## src/rtl/ram_bist_if.sv

```systemverilog
// ----------------------------------------------------------------------------
// ram_bist_if
//   Single-port RAM access bundle shared by the BIST initiator and the RAM.
//
//   mem_we     initiator -> RAM   write enable
//   mem_addr   initiator -> RAM   address
//   mem_wdata  initiator -> RAM   write data
//   mem_rdata  RAM -> initiator   read data, valid the cycle after a read
//                                 address is presented with mem_we = 0
//
//   master : the BIST controller side
//   slave  : the RAM side
// ----------------------------------------------------------------------------
interface ram_bist_if #(
    parameter int ADDR_W = 10,
    parameter int DATA_W = 10
);
    logic              mem_we;
    logic [ADDR_W-1:0] mem_addr;
    logic [DATA_W-1:0] mem_wdata;
    logic [DATA_W-1:0] mem_rdata;

    modport master (
        output mem_we,
        output mem_addr,
        output mem_wdata,
        input  mem_rdata
    );

    modport slave (
        input  mem_we,
        input  mem_addr,
        input  mem_wdata,
        output mem_rdata
    );
endinterface

```

## src/rtl/ram_bist.sv

```systemverilog
// ----------------------------------------------------------------------------
// ram_bist
//   Built-in self-test controller for a single-port RAM. A start pulse in IDLE
//   latches the seed, writes exp(a) = a ^ seed to every address 0..LAST_ADDR,
//   reads every address back and compares it with exp(a) one cycle later.
//   Reports pass/fail, a saturating mismatch count and the first failing
//   address.
//
//   clk        rising-edge clock
//   rst_n      asynchronous active-low reset
//   start      one-cycle run request, honoured only in IDLE
//   seed       pattern seed, latched when start is honoured
//   mem        RAM port (master side of ram_bist_if)
//   busy       high from the cycle after start through the DONE cycle
//   done       one-cycle pulse at the end of a run
//   pass       run ended with zero mismatches; held until next start/reset
//   err_count  mismatch count, saturates at all-ones
//   fail_addr  address of the first mismatch, 0 if none
// ----------------------------------------------------------------------------
module ram_bist #(
    parameter int ADDR_W    = 10,
    parameter int DATA_W    = 10,
    parameter int LAST_ADDR = 2**ADDR_W - 1,
    parameter int ERR_W     = 8
) (
    input  logic              clk,
    input  logic              rst_n,
    input  logic              start,
    input  logic [DATA_W-1:0] seed,
    ram_bist_if.master        mem,
    output logic              busy,
    output logic              done,
    output logic              pass,
    output logic [ERR_W-1:0]  err_count,
    output logic [ADDR_W-1:0] fail_addr
);

    typedef enum logic [2:0] {
        S_IDLE,
        S_WRITE,
        S_READ,
        S_DRAIN,
        S_DONE
    } state_e;

    localparam logic [ADDR_W-1:0] LAST    = ADDR_W'(LAST_ADDR);
    localparam logic [ERR_W-1:0]  ERR_MAX = '1;

    state_e            state_q, state_d;
    logic [ADDR_W-1:0] addr_q, addr_d;
    logic [DATA_W-1:0] seed_q, seed_d;
    logic              cmp_valid_q, cmp_valid_d;
    logic [ADDR_W-1:0] cmp_addr_q, cmp_addr_d;
    logic [ERR_W-1:0]  err_q, err_d;
    logic [ADDR_W-1:0] fail_q, fail_d;
    logic              pass_q, pass_d;

    logic [DATA_W-1:0] cmp_exp;
    logic              mismatch;

    // Address is zero-extended or truncated to the data width before the XOR.
    assign cmp_exp  = DATA_W'(cmp_addr_q) ^ seed_q;
    assign mismatch = cmp_valid_q && (mem.mem_rdata != cmp_exp);

    // ------------------------------------------------------------------------
    // Next-state and RAM-port logic
    // ------------------------------------------------------------------------
    always_comb begin
        // NOTE: every signal driven here gets a default first so no path
        // through the case statement can leave one unassigned (no latches).
        state_d       = state_q;
        addr_d        = addr_q;
        seed_d        = seed_q;
        cmp_valid_d   = 1'b0;
        cmp_addr_d    = cmp_addr_q;
        err_d         = err_q;
        fail_d        = fail_q;
        pass_d        = pass_q;
        mem.mem_we    = 1'b0;
        mem.mem_addr  = '0;
        mem.mem_wdata = '0;

        // Compare stage: runs whenever a read was issued last cycle. The first
        // mismatch of a run is the one seen while the count is still zero;
        // the count never returns to zero inside a run, so fail_addr is
        // never overwritten even after saturation.
        if (mismatch) begin
            if (err_q != ERR_MAX) begin
                err_d = err_q + ERR_W'(1);
            end
            if (err_q == '0) begin
                fail_d = cmp_addr_q;
            end
        end

        unique case (state_q)
            S_IDLE: begin
                if (start) begin
                    state_d = S_WRITE;
                    addr_d  = '0;
                    seed_d  = seed;
                    err_d   = '0;
                    fail_d  = '0;
                    pass_d  = 1'b0;
                end
            end
            S_WRITE: begin
                mem.mem_we    = 1'b1;
                mem.mem_addr  = addr_q;
                mem.mem_wdata = DATA_W'(addr_q) ^ seed_q;
                if (addr_q == LAST) begin
                    state_d = S_READ;
                    addr_d  = '0;
                end else begin
                    addr_d = addr_q + ADDR_W'(1);
                end
            end
            S_READ: begin
                mem.mem_addr = addr_q;
                cmp_valid_d  = 1'b1;
                cmp_addr_d   = addr_q;
                if (addr_q == LAST) begin
                    // addr stays at LAST so DRAIN keeps presenting it.
                    state_d = S_DRAIN;
                end else begin
                    addr_d = addr_q + ADDR_W'(1);
                end
            end
            S_DRAIN: begin
                mem.mem_addr = addr_q;
                state_d      = S_DONE;
                // Includes the final compare being resolved this cycle.
                pass_d       = (err_d == '0);
            end
            S_DONE: begin
                state_d = S_IDLE;
            end
            default: begin
                state_d = S_IDLE;
            end
        endcase
    end

    // ------------------------------------------------------------------------
    // State registers
    // ------------------------------------------------------------------------
    always_ff @(posedge clk or negedge rst_n) begin
        // NOTE: the reset branch clears every register, so all outputs and the
        // RAM port (decoded from state_q) drop to zero as soon as rst_n falls.
        if (!rst_n) begin
            state_q     <= S_IDLE;
            addr_q      <= '0;
            seed_q      <= '0;
            cmp_valid_q <= 1'b0;
            cmp_addr_q  <= '0;
            err_q       <= '0;
            fail_q      <= '0;
            pass_q      <= 1'b0;
        end else begin
            // NOTE: non-blocking assignments so every register samples the
            // pre-edge values computed above, independent of statement order.
            state_q     <= state_d;
            addr_q      <= addr_d;
            seed_q      <= seed_d;
            cmp_valid_q <= cmp_valid_d;
            cmp_addr_q  <= cmp_addr_d;
            err_q       <= err_d;
            fail_q      <= fail_d;
            pass_q      <= pass_d;
        end
    end

    assign busy      = (state_q != S_IDLE);
    assign done      = (state_q == S_DONE);
    assign pass      = pass_q;
    assign err_count = err_q;
    assign fail_addr = fail_q;

endmodule

```

## src/flat_wrapper.sv

```systemverilog
// flat-port wrapper written by rule: the top's interface ports become plain ports
module ram_bist_flat 
#(
    parameter int ADDR_W    = 10,
    parameter int DATA_W    = 10,
    parameter int LAST_ADDR = 2**ADDR_W - 1,
    parameter int ERR_W     = 8
)
  (clk, rst_n, start, seed, busy, done, pass, err_count, fail_addr, mem_mem_we, mem_mem_addr, mem_mem_wdata, mem_mem_rdata);
  ram_bist_if #(.ADDR_W(ADDR_W), .DATA_W(DATA_W)) mem_i ();
  input  logic clk;
  input  logic rst_n;
  input  logic start;
  input  logic [DATA_W-1:0] seed;
  output logic busy;
  output logic done;
  output logic pass;
  output logic [ERR_W-1:0] err_count;
  output logic [ADDR_W-1:0] fail_addr;
  output wire logic [$bits(mem_i.mem_we)-1:0] mem_mem_we;
  output wire logic [$bits(mem_i.mem_addr)-1:0] mem_mem_addr;
  output wire logic [$bits(mem_i.mem_wdata)-1:0] mem_mem_wdata;
  input wire logic [$bits(mem_i.mem_rdata)-1:0] mem_mem_rdata;
  assign mem_mem_we = mem_i.mem_we;
  assign mem_mem_addr = mem_i.mem_addr;
  assign mem_mem_wdata = mem_i.mem_wdata;
  assign mem_i.mem_rdata = mem_mem_rdata;
  ram_bist #(.ADDR_W(ADDR_W), .DATA_W(DATA_W), .LAST_ADDR(LAST_ADDR), .ERR_W(ERR_W)) u_core (.clk(clk), .rst_n(rst_n), .start(start), .seed(seed), .mem(mem_i), .busy(busy), .done(done), .pass(pass), .err_count(err_count), .fail_addr(fail_addr));
endmodule
```

## config.mk

```make
export PLATFORM = sky130hd
export DESIGN_NAME = ram_bist_flat
export DESIGN_NICKNAME = d
export VERILOG_FILES = /design/src/rtl/ram_bist_if.sv /design/src/rtl/ram_bist.sv /design/src/flat_wrapper.sv
export SDC_FILE = /design/constraint.sdc
export NUM_CORES = 1
export LEC_CHECK = 0
export CAP_MARGIN = 5
export CORE_UTILIZATION = 51
export DETAILED_ROUTE_END_ITERATION = 10
export PLACE_DENSITY = 0.78
export SYNTH_ARGS = -nofsm -noshare
export SYNTH_HDL_FRONTEND = slang
export SYNTH_SLANG_ARGS = --single-unit
export TNS_END_PERCENT = 10
```

## constraint.sdc

```tcl
create_clock -name clk -period 2.2 [get_ports clk]
set_input_delay 0.33 -clock clk [delete_from_list [all_inputs] [get_ports clk]]
set_output_delay 0.33 -clock clk [all_outputs]
set_load 0.02 [all_outputs]
```

==> out/qor.csv <==
metric;value;unit
final setup margin;0.0564;ns
Final GP Congestion;0.905;
CTS buffer count;5;
Seq/Total Area, Yosys;0.448;
total gr overflow;0;
H-tree Lvls;2;
Worst VDD drop;606;uV
routed via count;2328;
status;finished, violations left;
RSZ-0062 raised after global routing;yes;
clock skew;0.00733;ns
Syn Inst Count;279;
commonest register cell after synthesis;dfrtp_1;
Critical Path End Type;flop;
Critical Path AT;2.32;ns
Pwr Total;2680;uW
critical path's largest stage delay;0.48;ns
CTS tree;built;
Final Hold Fails;8;
Crit path buffers/inverters;1;
placed cells;420;
Final Max Slew Viols;0;
Post-Syn Area;0.00296;sq mm
Die W;78.2;microns
Leak;0.00192;uW
drt initial violations;152;
min Tclk post-route;2.14;ns
die area;0.00612;sq mm
syn avg cell area;10.6;sq um
antenna viol nets, final;0;
crit path kind;reg -> reg;
max-cap violations;0;
Initial Utilization;0.535;
clock transition at the registers of the reported paths;0.09;ns
largest net degree at the start of global routing;34;
worst skew pair latency;0.30;ns
Post-Route WL;6.63;mm
failing checks;hold timing;
final setup vio count;0;
Row Count;27;
pin slew with the least headroom to its limit;0.519;ns
number of global-route vias before repair;2208;
worst path required time;2.38;ns
Slew Limit Headroom;0.649;
layout cells sized above 1;0.163;
P&R area growth vs syn;31.3;%
Die Ht;78.2;microns
antenna cells;0;
first-pass GRT wire length;10.6;mm
fin crit share;0.974;
gr usage total;0.227;
ys async rst share;1.00;
commonest non-fill, non-tap cell in the layout;dfrtp_1;
worst hold slack;-0.0137;ns
PwrDens;690;mW/mm^2
commonest cells after routing, fill and taps aside;52 x dfrtp_1, 42 x clkdlybuf4s50_1, 38 x nor2_1;
YS warnings;0;
drt wl/cell;15.5;microns
antenna violations before repair;0;
Critical-path top delay cell;o41a_4;
post-synth top area cell;dfrtp_1;
most frequent CP cell;nand4_1;
nets in the synthesized netlist;305;
critical path launch point type;flop;
DRC viols;0;
area share of the largest cell type after synthesis;0.448;
root buffer cell;clkbuf_8;
Post-synth EDFFs;0;
Initial DRT Pass Iterations;4;
cell family with most CP delay;compound AO/OA/AOI/OAI gates;
core area;0.00554;sq mm
# port buffers;64;
via/cell ratio;5.44;
dpl ws;-0.155;ns
Cell Chain, Critical Path;xnor3_1 -> nand4_1 -> o41a_4 -> nand4_1 -> buf_12 -> mux2i_1 -> nor2_1;
HPWL Detailed;4.90;mm
CP Max Fanout;8;
Hold WC Path Type;in -> async;
Final nets;381;
count of different cell masters after synthesis;44;
FMAX;0.467;GHz
CTS Sinks;53;
top cells by area, synth;dfrtp_1 45%, mux2_2 7.6%, xnor3_1 6.1%;
buffer depth of the longest clock path;2;
hold_buf cts;0;
Layout Cells excl Fill;428;
number of synthesized register bits;53;
I/O pin count;65;
worst register-to-register path: cells and delay by family, from the launching register on:
kind	cells	cell delay, ns
XOR/XNOR	1	0.39
AO/OA/AOI/OAI	1	0.49
flip-flops	1	0.42
multiplexers	1	0.19
buffers and inverters	1	0.16
AND/OR/NAND/NOR	3	0.37
where the power goes:
part	internal (uW)	switching, uW	total (uW)
sequential	1060	75.2	1140
combinational	498	522	1020
clock	221	306	527
cell families (layout without fill, tap and decap cells):
logic type / after synthesis / after routing / share of synthesized area
flops: 53 / 53 / 0.448
compound gates: 33 / 33 / 0.0786
buf+inv: 23 / 100 / 0.0368
simple gates: 106 / 106 / 0.185
mux: 32 / 32 / 0.117
xor+xnor: 29 / 29 / 0.123
fa+ha+maj: 3 / 3 / 0.0127
synth_stat cells (2+ instances only):
cell	count
a21oi_1	8
xor2_1	3
and2_1	13
or3_1	2
o31ai_1	5
o21ai_0	10
buf_2	3
clkbuf_1	9
buf_6	2
ha_1	3
xnor3_1	8
mux2i_1	12
inv_1	8
dfrtp_1	53
nor2_1	39
nand3_1	7
mux2_2	20
xnor2_1	18
nand2_1	10
nor3_1	3
nor2b_1	4
nand4_1	9
nand2b_1	4
and3_1	6
routing by layer:
| metal | share of wire | up-vias | wire [microns] | global-route usage |
|---|---|---|---|---|
| met2 | 0.45 | 85 | 3020 | 0.368 |
| met5 | 0 | - | 0 | 0 |
| met3 | 0.049 | 9 | 326 | 0.0314 |
| met4 | 0.017 | 0 | 110 | 0.0815 |
| met1 | 0.48 | 1109 | 3180 | 0.311 |
| li1 | - | 1125 | - | - |
stage by stage:
| stage | setup TNS, ns | cell area [sq um] | utilization |
|---|---|---|---|
| floorplan | 0 | 2960 | - |
| CTS | 0 | 3860 | 0.696 |
| detailed placement | -1.59 | 3790 | 0.683 |
| finish | 0 | 3890 | 0.702 |
| global route | -0.00411 | 3890 | 0.702 |
| global placement | -0.950 | 3790 | 0.683 |
state kept, by name, summed over array words and instances (netlist names):
name                flops
u_core.fail_addr       10
u_core.cmp_addr_q      10
u_core.addr_q          10
u_core.seed_q          10
u_core.state_q          3
u_core.cmp_valid_q      1
u_core.pass             1
u_core.err_count        8
cell type report:
cell class / count / area (sq um)
Clock buffer: 6 / 72.6
Clock inverter: 2 / 10.0
Fill cell: 430 / 1650
Inverter: 8 / 30.0
Multi-Input combinational cell: 203 / 1530
Sequential cell: 53 / 1330
Tap cell: 72 / 90.1
Timing Repair Buffer: 84 / 830
final timing paths:
path,start,to,slack [ns],cells past startpoint
worst max-delay path,u_core.seed_q[8]$_DFFE_PN0P_,u_core.fail_addr[4]$_DFF_PN0_,0.06,7
max in group asynchronous,rst_n,u_core.err_count[5]$_DFF_PN0_,1.66,2
worst min-delay path,rst_n,u_core.addr_q[2]$_DFFE_PN0P_,-0.01,1
min in group clk,u_core.fail_addr[9]$_DFF_PN0_,u_core.fail_addr[9]$_DFF_PN0_,0.54,2
worst max register to register,u_core.seed_q[8]$_DFFE_PN0P_,u_core.fail_addr[4]$_DFF_PN0_,0.06,7
worst min register to register,u_core.fail_addr[9]$_DFF_PN0_,u_core.fail_addr[9]$_DFF_PN0_,0.54,2
timing repair:
| action | 4_1_cts | 5_1_grt |
|---|---|---|
| setup buffers | 0 | 0 |
| gates resized for setup | 10 | 12 |
| cloned | 0 | 0 |
| endpoints found under the setup margin | 12 | 14 |
| hold endpoints to repair | 0 | 0 |
| pin swaps | 0 | 1 |
Power figures use the tool's default switching activity.
